===== src/rtl/count_alarm_pkg.sv =====
// Shared types for the count_alarm timed-event generator.
//   count_alarm_state_t : alarm controller state
//     IDLE  - disarmed, accepting a new arm request
//     ARMED - waiting for the count to advance by the programmed delay
//     DRAIN - disarmed, still holding an event that downstream has not taken
package count_alarm_pkg;

    typedef enum logic [1:0] {
        IDLE  = 2'd0,
        ARMED = 2'd1,
        DRAIN = 2'd2
    } count_alarm_state_t;

endpackage


===== src/rtl/count_alarm.sv =====
// count_alarm
//   Timed-event generator fed by a free-running counter. Upstream arms a
//   one-shot or periodic alarm with a delay. The block raises a time-stamped
//   event once the count has advanced by that many ticks. The comparison uses
//   the modular difference (count - start), so it stays correct across the
//   2^WIDTH wrap.
//
// Handshakes (both sides): a transfer happens on a rising clock edge where
//   valid && ready are both high. A producer holds its payload stable while
//   valid is high and ready is low. o_req_ready does not depend on
//   i_req_valid. The event slot never withdraws o_evt_valid before it is
//   accepted.
//
// Ports
//   i_clk, i_rst_n        clock, asynchronous active-low reset
//   i_count   [WIDTH]     free-running count (advances 0 or 1 per cycle)
//   i_req_valid/o_req_ready, i_req_delay [WIDTH], i_req_periodic
//                         arm request; a delay of 0 behaves as 1
//   i_cancel              disarm; only acts while ARMED
//   o_evt_valid/i_evt_ready, o_evt_stamp [WIDTH]
//                         expiry event, stamped with i_count at detection
//   o_busy                controller not IDLE
//   o_missed  [MISS_W]    periodic expiries dropped because the slot was full
//                         (saturating)
module count_alarm
    import count_alarm_pkg::*;
#(
    parameter int WIDTH  = 32,
    parameter int MISS_W = 8
) (
    input  logic              i_clk,
    input  logic              i_rst_n,
    input  logic [WIDTH-1:0]  i_count,
    input  logic              i_req_valid,
    output logic              o_req_ready,
    input  logic [WIDTH-1:0]  i_req_delay,
    input  logic              i_req_periodic,
    input  logic              i_cancel,
    output logic              o_evt_valid,
    input  logic              i_evt_ready,
    output logic [WIDTH-1:0]  o_evt_stamp,
    output logic              o_busy,
    output logic [MISS_W-1:0] o_missed
);

    count_alarm_state_t r_state;
    logic [WIDTH-1:0]   r_start;
    logic [WIDTH-1:0]   r_dly;
    logic               r_per;
    logic               r_evt_valid;
    logic [WIDTH-1:0]   r_evt_stamp;
    logic [MISS_W-1:0]  r_missed;

    logic [WIDTH-1:0]   w_elapsed;
    logic [WIDTH-1:0]   w_req_dly;
    logic               w_expire;
    logic               w_accept;
    logic               w_slot_free;
    logic               w_miss_sat;

    // Modular elapsed ticks since the (re)arm point; wrap of i_count cancels out.
    assign w_elapsed   = i_count - r_start;
    assign w_expire    = (r_state == ARMED) && (w_elapsed >= r_dly);
    assign w_accept    = r_evt_valid && i_evt_ready;
    // The slot can take a new event if it is empty or is being emptied now.
    assign w_slot_free = !r_evt_valid || i_evt_ready;
    assign w_miss_sat  = &r_missed;
    assign w_req_dly   = (i_req_delay == '0) ? WIDTH'(1) : i_req_delay;

    always_ff @(posedge i_clk or negedge i_rst_n) begin
        if (!i_rst_n) begin
            r_state     <= IDLE;
            r_start     <= '0;
            r_dly       <= '0;
            r_per       <= 1'b0;
            r_evt_valid <= 1'b0;
            r_evt_stamp <= '0;
            r_missed    <= '0;
        end else begin
            // Accept clears the slot; an expiry below may reload it this cycle.
            if (w_accept) begin
                r_evt_valid <= 1'b0;
            end
            case (r_state)
                IDLE: begin
                    if (i_req_valid) begin
                        r_start  <= i_count;
                        r_dly    <= w_req_dly;
                        r_per    <= i_req_periodic;
                        r_missed <= '0;
                        r_state  <= ARMED;
                    end
                end
                ARMED: begin
                    // Cancel takes priority over a coincident expiry.
                    if (i_cancel) begin
                        r_state <= w_slot_free ? IDLE : DRAIN;
                    end else if (w_expire) begin
                        if (w_slot_free) begin
                            r_evt_valid <= 1'b1;
                            r_evt_stamp <= i_count;
                        end else if (!w_miss_sat) begin
                            r_missed <= r_missed + MISS_W'(1);
                        end
                        if (r_per) begin
                            // Advance from the previous deadline, not from now, so
                            // the period never drifts.
                            r_start <= r_start + r_dly;
                        end else begin
                            r_state <= DRAIN;
                        end
                    end
                end
                DRAIN: begin
                    if (w_accept) begin
                        r_state <= IDLE;
                    end
                end
                default: r_state <= IDLE;
            endcase
        end
    end

    assign o_req_ready = (r_state == IDLE);
    assign o_busy      = (r_state != IDLE);
    assign o_evt_valid = r_evt_valid;
    assign o_evt_stamp = r_evt_stamp;
    assign o_missed    = r_missed;

endmodule

===== config.mk =====
export PLATFORM = sky130hd
export DESIGN_NAME = count_alarm
export DESIGN_NICKNAME = d
export VERILOG_FILES = /design/src/rtl/count_alarm_pkg.sv /design/src/rtl/count_alarm.sv
export SDC_FILE = /design/constraint.sdc
export NUM_CORES = 1
export LEC_CHECK = 0
export ABC_AREA = 1
export CELL_PAD_IN_SITES_DETAIL_PLACEMENT = 0
export CELL_PAD_IN_SITES_GLOBAL_PLACEMENT = 1
export CORE_MARGIN = 10
export CORE_UTILIZATION = 45
export CTS_BUF_LIST = sky130_fd_sc_hd__clkbuf_4 sky130_fd_sc_hd__clkbuf_8
export CTS_CLUSTER_DIAMETER = 200
export CTS_CLUSTER_SIZE = 24
export DETAILED_ROUTE_END_ITERATION = 8
export PLACE_DENSITY = 0.85
export SYNTH_ARGS = -nofsm -noshare
export SYNTH_HDL_FRONTEND = slang
export SYNTH_SLANG_ARGS = --single-unit

===== constraint.sdc =====
create_clock -name i_clk -period 9.85 [get_ports i_clk]
set_input_delay 1.4775 -clock i_clk [delete_from_list [all_inputs] [get_ports i_clk]]
set_output_delay 1.4775 -clock i_clk [all_outputs]
set_load 0.01 [all_outputs]

**After elaboration in Yosys (flattened, before gate mapping)**

Cells that the tools add are included.

- Flip-flop bits (word level): 108
- Bits of input ports: 70
- Output and inout port bits: 43
- Logic and storage cells: 61

- Add/sub/neg operators: 3
- Equal/unequal tests: 11
- Reduce and logical (&&, ||, !) cells: 14
- Bitwise logic cells: 1
- Magnitude comparators: 1
- Mux-type cells: 24

Operators with widths:

| kind | count |
|---|---|
| two-way mux 32 bit | 5 |
| one-hot mux 32 bit (2 select lines) | 1 |
| two-way mux 8 bit | 5 |
| adder 32 bit | 1 |
| greater-or-equal comparator 32 bit | 1 |
| logical NOT 32 bit | 1 |
| subtractor 32 bit | 1 |
| one-hot mux 8 bit (2 select lines) | 1 |
| != test 2 bit (second input constant) | 7 |
| two-way mux 2 bit | 6 |
| adder 8 x 1 -> 8 bit (second input constant) | 1 |
| AND reduction 4 bit | 2 |
| AND reduction 8 bit | 1 |
| != test 3 bit (second input constant) | 2 |
| one-hot mux 2 bit (3 select lines) | 1 |
| AND reduction 6 bit | 1 |
| two-way mux 1 bit | 5 |
| AND reduction 5 bit | 1 |
| nonzero test 2 bit | 2 |
| equality test 2 x 1 -> 1 bit (second input constant) | 1 |
| equality test 2 bit (second input constant) | 1 |
| logical AND 1 bit | 2 |
| logical NOT 2 bit | 1 |
| AND reduction 2 bit | 1 |
| other kinds (3) | 3 |

**Depth between registers and ports, before layout**

- Word-level depth: 6
- Gate-level depth with buffers: 27
- Mapped depth without buffers: 26

**Worst setup path after synthesis**

Ideal clock, no wire load.

- Path kind: input -> register
- From: input i_count[0]
- To: register r_start[4]
- Slack: 5.554 ns
- Path buffers: 2
- Setup time: 0.117 ns
- Cell stages on the path: 23
- Required time: 9.733 ns
- Data arrival time: 4.180 ns
- Cells stage by stage: inv_1 ha_1 inv_1 fa_1 nand3_1 nand2_1 a21oi_1 o21ai_1 nand3_1 nand2_1 xor2_1 ha_1 nand2_1 nor2_1 nand2_1 nor2_1 nand2_2 nand3_2 nand3_2 buf_4 buf_6 nand2_1 nand2_1

- Cells in the longest elaborated chain, start to end: 5

Ends and longest elaborated chain:

| element | RTL line | source |
|---|---|---|
| start, declared | count_alarm.sv:33 | `input logic [WIDTH-1:0] i_count,` |
| subtractor 32 bit | count_alarm.sv:62 | `assign w_elapsed = i_count - r_start;` |
| greater-or-equal comparator 32 bit | count_alarm.sv:63 | `assign w_expire = (r_state == ARMED) && (w_elapsed >= r_dly);` |
| logical AND 1 bit | count_alarm.sv:63 |  |
| != test 2 bit (no source line) | - |  |
| AND reduction 5 bit (no source line) | - |  |
| end signal, assigned | count_alarm.sv:87 | `r_start <= i_count;` |
| end signal, assigned | count_alarm.sv:108 | `r_start <= r_start + r_dly;` |
| end, declared | count_alarm.sv:47 | `logic [WIDTH-1:0] r_start;` |

No other way between the ends.
A chain may end at the register's enable or synchronous reset.

**Final worst setup path**

- From: input i_count[0]
- To: register r_start[0]

- Cells in the longest elaborated chain, start to end: 5
- Elaborated cells on any way between the ends: 7
- Classes of those cells: add/sub: 1; order compare: 1; eq/ne: 1; mux: 2; reduce/logical: 2

Ends and longest elaborated chain:

| element | RTL line |
|---|---|
| subtractor 32 bit | count_alarm.sv:62 |
| greater-or-equal comparator 32 bit | count_alarm.sv:63 |
| logical AND 1 bit | count_alarm.sv:63 |
| != test 2 bit (no source line) | - |
| AND reduction 5 bit (no source line) | - |

Parallel ways exist; a longest one is shown, timed or not. The select of a mux whose other input is x is not followed.

==> results.ini <==
[die]
dieHeight_um=169
fp-row-count=54
ioPinCount=113
chipWidth_um=169
coreArea_um2=21800
dieArea_um2=28500
start_util=0.457

[layout]
drive_gt1_frac=0.0314
multi_input_area_um2=6130
fillers=2323
syn_to_final_growth_pct=15.5
final_area_um2=11500
area.sequential_um2=2700
final_cell_mix=573 x nand2_1, 264 x inv_1, 111 x clkdlybuf4s50_1
nets=1850
mostFrequentLayoutCell=nand2_1
diodes=0

[place]
place.gp.congestion=0.982
placed_area_um2=11300
dp_hpwl_um=28600
place.port_buffers=112

[clock_network]
tritoncts.num_buffers=9
clk_pin_slew_ns=0.13
worst_skew_pair.late_latency_ns=0.41
clockBufferDepth=2
holdBufCountCts=0
cts_sinks=108
root_buffer=clkbuf_8
htreeDepth=3
cts_resized=0
cts_tree=yes
cts_setup_buffers=0

[routing]
antenna_left=0
initialDrtViolationCount=724
vias=10100
first_pass_iters=7
drc=0
viasPerCell=5.13
finalWirelength_um=34400
routedWlPerCell_um=17.5

[timing]
rsz0062_at_grt=no
period_share=0.548
max_freq_ghz=0.185
finalSetupViolCount=0
tns_ns=0
relSlewSlack=0.414
period_minus_slack_ns=5.40
tightest_slew_ns=0.878
hold_ws_ns=0.494
maxSlewViolCount=0
hold_viol_final=0
fin_skew_ns=0.0281

[worst_setup_path]
rrSetupSlack_ns=5.55
end_kind=flip-flop
crit_fanout=39
cp-start-kind=input pin
required_ns=10.16
rr_worst_depth=18
crit_type=input pin to flip-flop
setup.worst_path.end=r_start[0]
regToRegEndpoint=r_start[0]
timing.rr.start=r_start[1]
startpoint=i_count[0]
worstPathArrival_ns=5.71

[job]
max_cap_violations=0

[synth]
ys_ff_latch=108
postSynthCellCount=1586
yosysTopAreaCell=dfrtp_1
ys_seq_area_frac=0.271
netlist-cell-type-count=43
synth_warnings=0
syn_area_um2=9980
synthTopCellsByArea=dfrtp_1 27%, nand2_1 22%, ha_1 12%, inv_1 9.9%, nand3_1 5.0%
synth_top_area_frac=0.271
syn-num-nets=1753
avgSynthCellArea_um2=6.29

[outcome]
status=completed

[hold_path]
hold_depth=2
worstHoldPathType=flip-flop to flip-flop

[grt]
grt_pass1_wl_um=53600
track_usage=0.237
grt_overflow=0
grt_max_degree=65
grt_pass1_vias=9682
antenna_found_initial=0

[power_and_ir_drop]
vdd.ir_drop.worst_mv=0.137
leakage_nw=6.19
power.density_nw_per_um2=369

==> worst min-delay path by stage <==
stage,startpoint,end,slack [ns]
after floorplan,r_dly[10],r_dly[10],0.47
after global placement,o_evt_stamp[3],o_evt_stamp[3],0.47
after detailed placement,o_evt_stamp[5],o_evt_stamp[5],0.48
after CTS,o_evt_stamp[15],o_evt_stamp[15],0.50
after global routing,o_evt_stamp[15],o_evt_stamp[15],0.52
final,o_evt_stamp[18],o_evt_stamp[18],0.49
==> where the power goes <==
group,internal (W),total [W],switching (W)
Sequential,0.000644,0.000819,0.000176
Clock,0.000101,0.000278,0.000178
Combinational,0.00114,0.00315,0.00202
Total,0.00188,0.00425,0.00237
==> layout make-up <==
type / count / share of cell area
Multi-Input combinational cell: 1179 / 0.531
Sequential cell: 108 / 0.234
Timing Repair Buffer: 117 / 0.100
Inverter: 268 / 0.0873
Tap cell: 280 / 0.0304
Clock buffer: 10 / 0.0114
Clock inverter: 6 / 0.00488
==> logic make-up (layout without fill, tap and decap cells) <==
family / count (synthesis) / in the layout / share of synthesized area
buf+inv: 299 / 401 / 0.116
flops: 108 / 108 / 0.271
mux: 1 / 1 / 0.00113
compound gates: 194 / 194 / 0.105
xor+xnor: 30 / 30 / 0.0263
simple gates: 857 / 857 / 0.357
fa+ha+maj: 97 / 97 / 0.123
==> synth_stat cells <==
| cell type | count |
|---|---|
| nand2_1 | 573 |
| inv_1 | 264 |
| dfrtp_1 | 108 |
| nor2_1 | 108 |
| nand3_1 | 100 |
| ha_1 | 95 |
| a21oi_1 | 74 |
| o21ai_0 | 55 |
| o21ai_1 | 29 |
| xor2_1 | 22 |
| nand4_1 | 21 |
| clkbuf_1 | 11 |
| buf_2 | 10 |
| nor4_1 | 10 |
| nor3_1 | 9 |
| o21bai_1 | 9 |
| or2_2 | 9 |
| o21a_1 | 8 |
| o22ai_1 | 8 |
| xnor2_1 | 8 |
| and2_1 | 6 |
| nand3b_1 | 6 |
| buf_1 | 4 |
| inv_2 | 4 |
| nor2_2 | 4 |
| a21o_1 | 3 |
| a31oi_1 | 3 |
| buf_4 | 3 |
| nand2_2 | 3 |
| nand3_2 | 3 |
| buf_6 | 2 |
| fa_1 | 2 |
| nor3_2 | 2 |
| a21boi_0 | 1 |
| a21oi_2 | 1 |
| and3_1 | 1 |
| clkbuf_2 | 1 |
| mux2_2 | 1 |
| nand3_4 | 1 |
| nor2_4 | 1 |
| o211ai_1 | 1 |
| o21bai_2 | 1 |
| o31ai_1 | 1 |
==> metal layers <==
layer	part of all wire	track usage	up-vias
met1	0.44	0.300	4560
met3	0.046	0.0350	53
met2	0.48	0.404	275
met5	0	0	-
met4	0.034	0.0806	0
li1	-	-	5199
==> flip-flops by register name, summed over array words and instances (netlist names) <==
name and cells:
r_per 1, o_missed 8, o_evt_valid 1, r_dly 32, r_state 2, r_start 32, o_evt_stamp 32
==> critical path, stage by stage <==
cell	delay, ns
clkdlybuf4s50_1	0.40
inv_1	0.11
ha_1	0.15
inv_1	0.06
fa_1	0.41
nand3_1	0.09
nand2_1	0.11
a21oi_1	0.34
o21ai_1	0.22
nand3_1	0.12
nand2_1	0.07
xor2_1	0.14
ha_1	0.27
nand2_1	0.06
nor2_1	0.14
nand2_1	0.10
nor2_1	0.15
nand2_2	0.08
nand3_2	0.10
nand3_2	0.68
o21ai_0	0.44
==> per-stage QoR <==
| stage | instances | utilization | worst slack, ns | total power, W |
|---|---|---|---|---|
| after floorplan | 1586 | - | 5.55 | 0.00304 |
| after global routing | 1968 | 0.528 | 3.92 | 0.00475 |
| after CTS | 1968 | 0.528 | 4.42 | 0.00427 |
| after global placement | 1952 | 0.520 | 4.12 | 0.00393 |
| final | 1968 | 0.528 | 4.45 | 0.00425 |
| after detailed placement | 1952 | 0.520 | 3.97 | 0.00397 |
No activity file was read; power rests on OpenSTA's default activity.
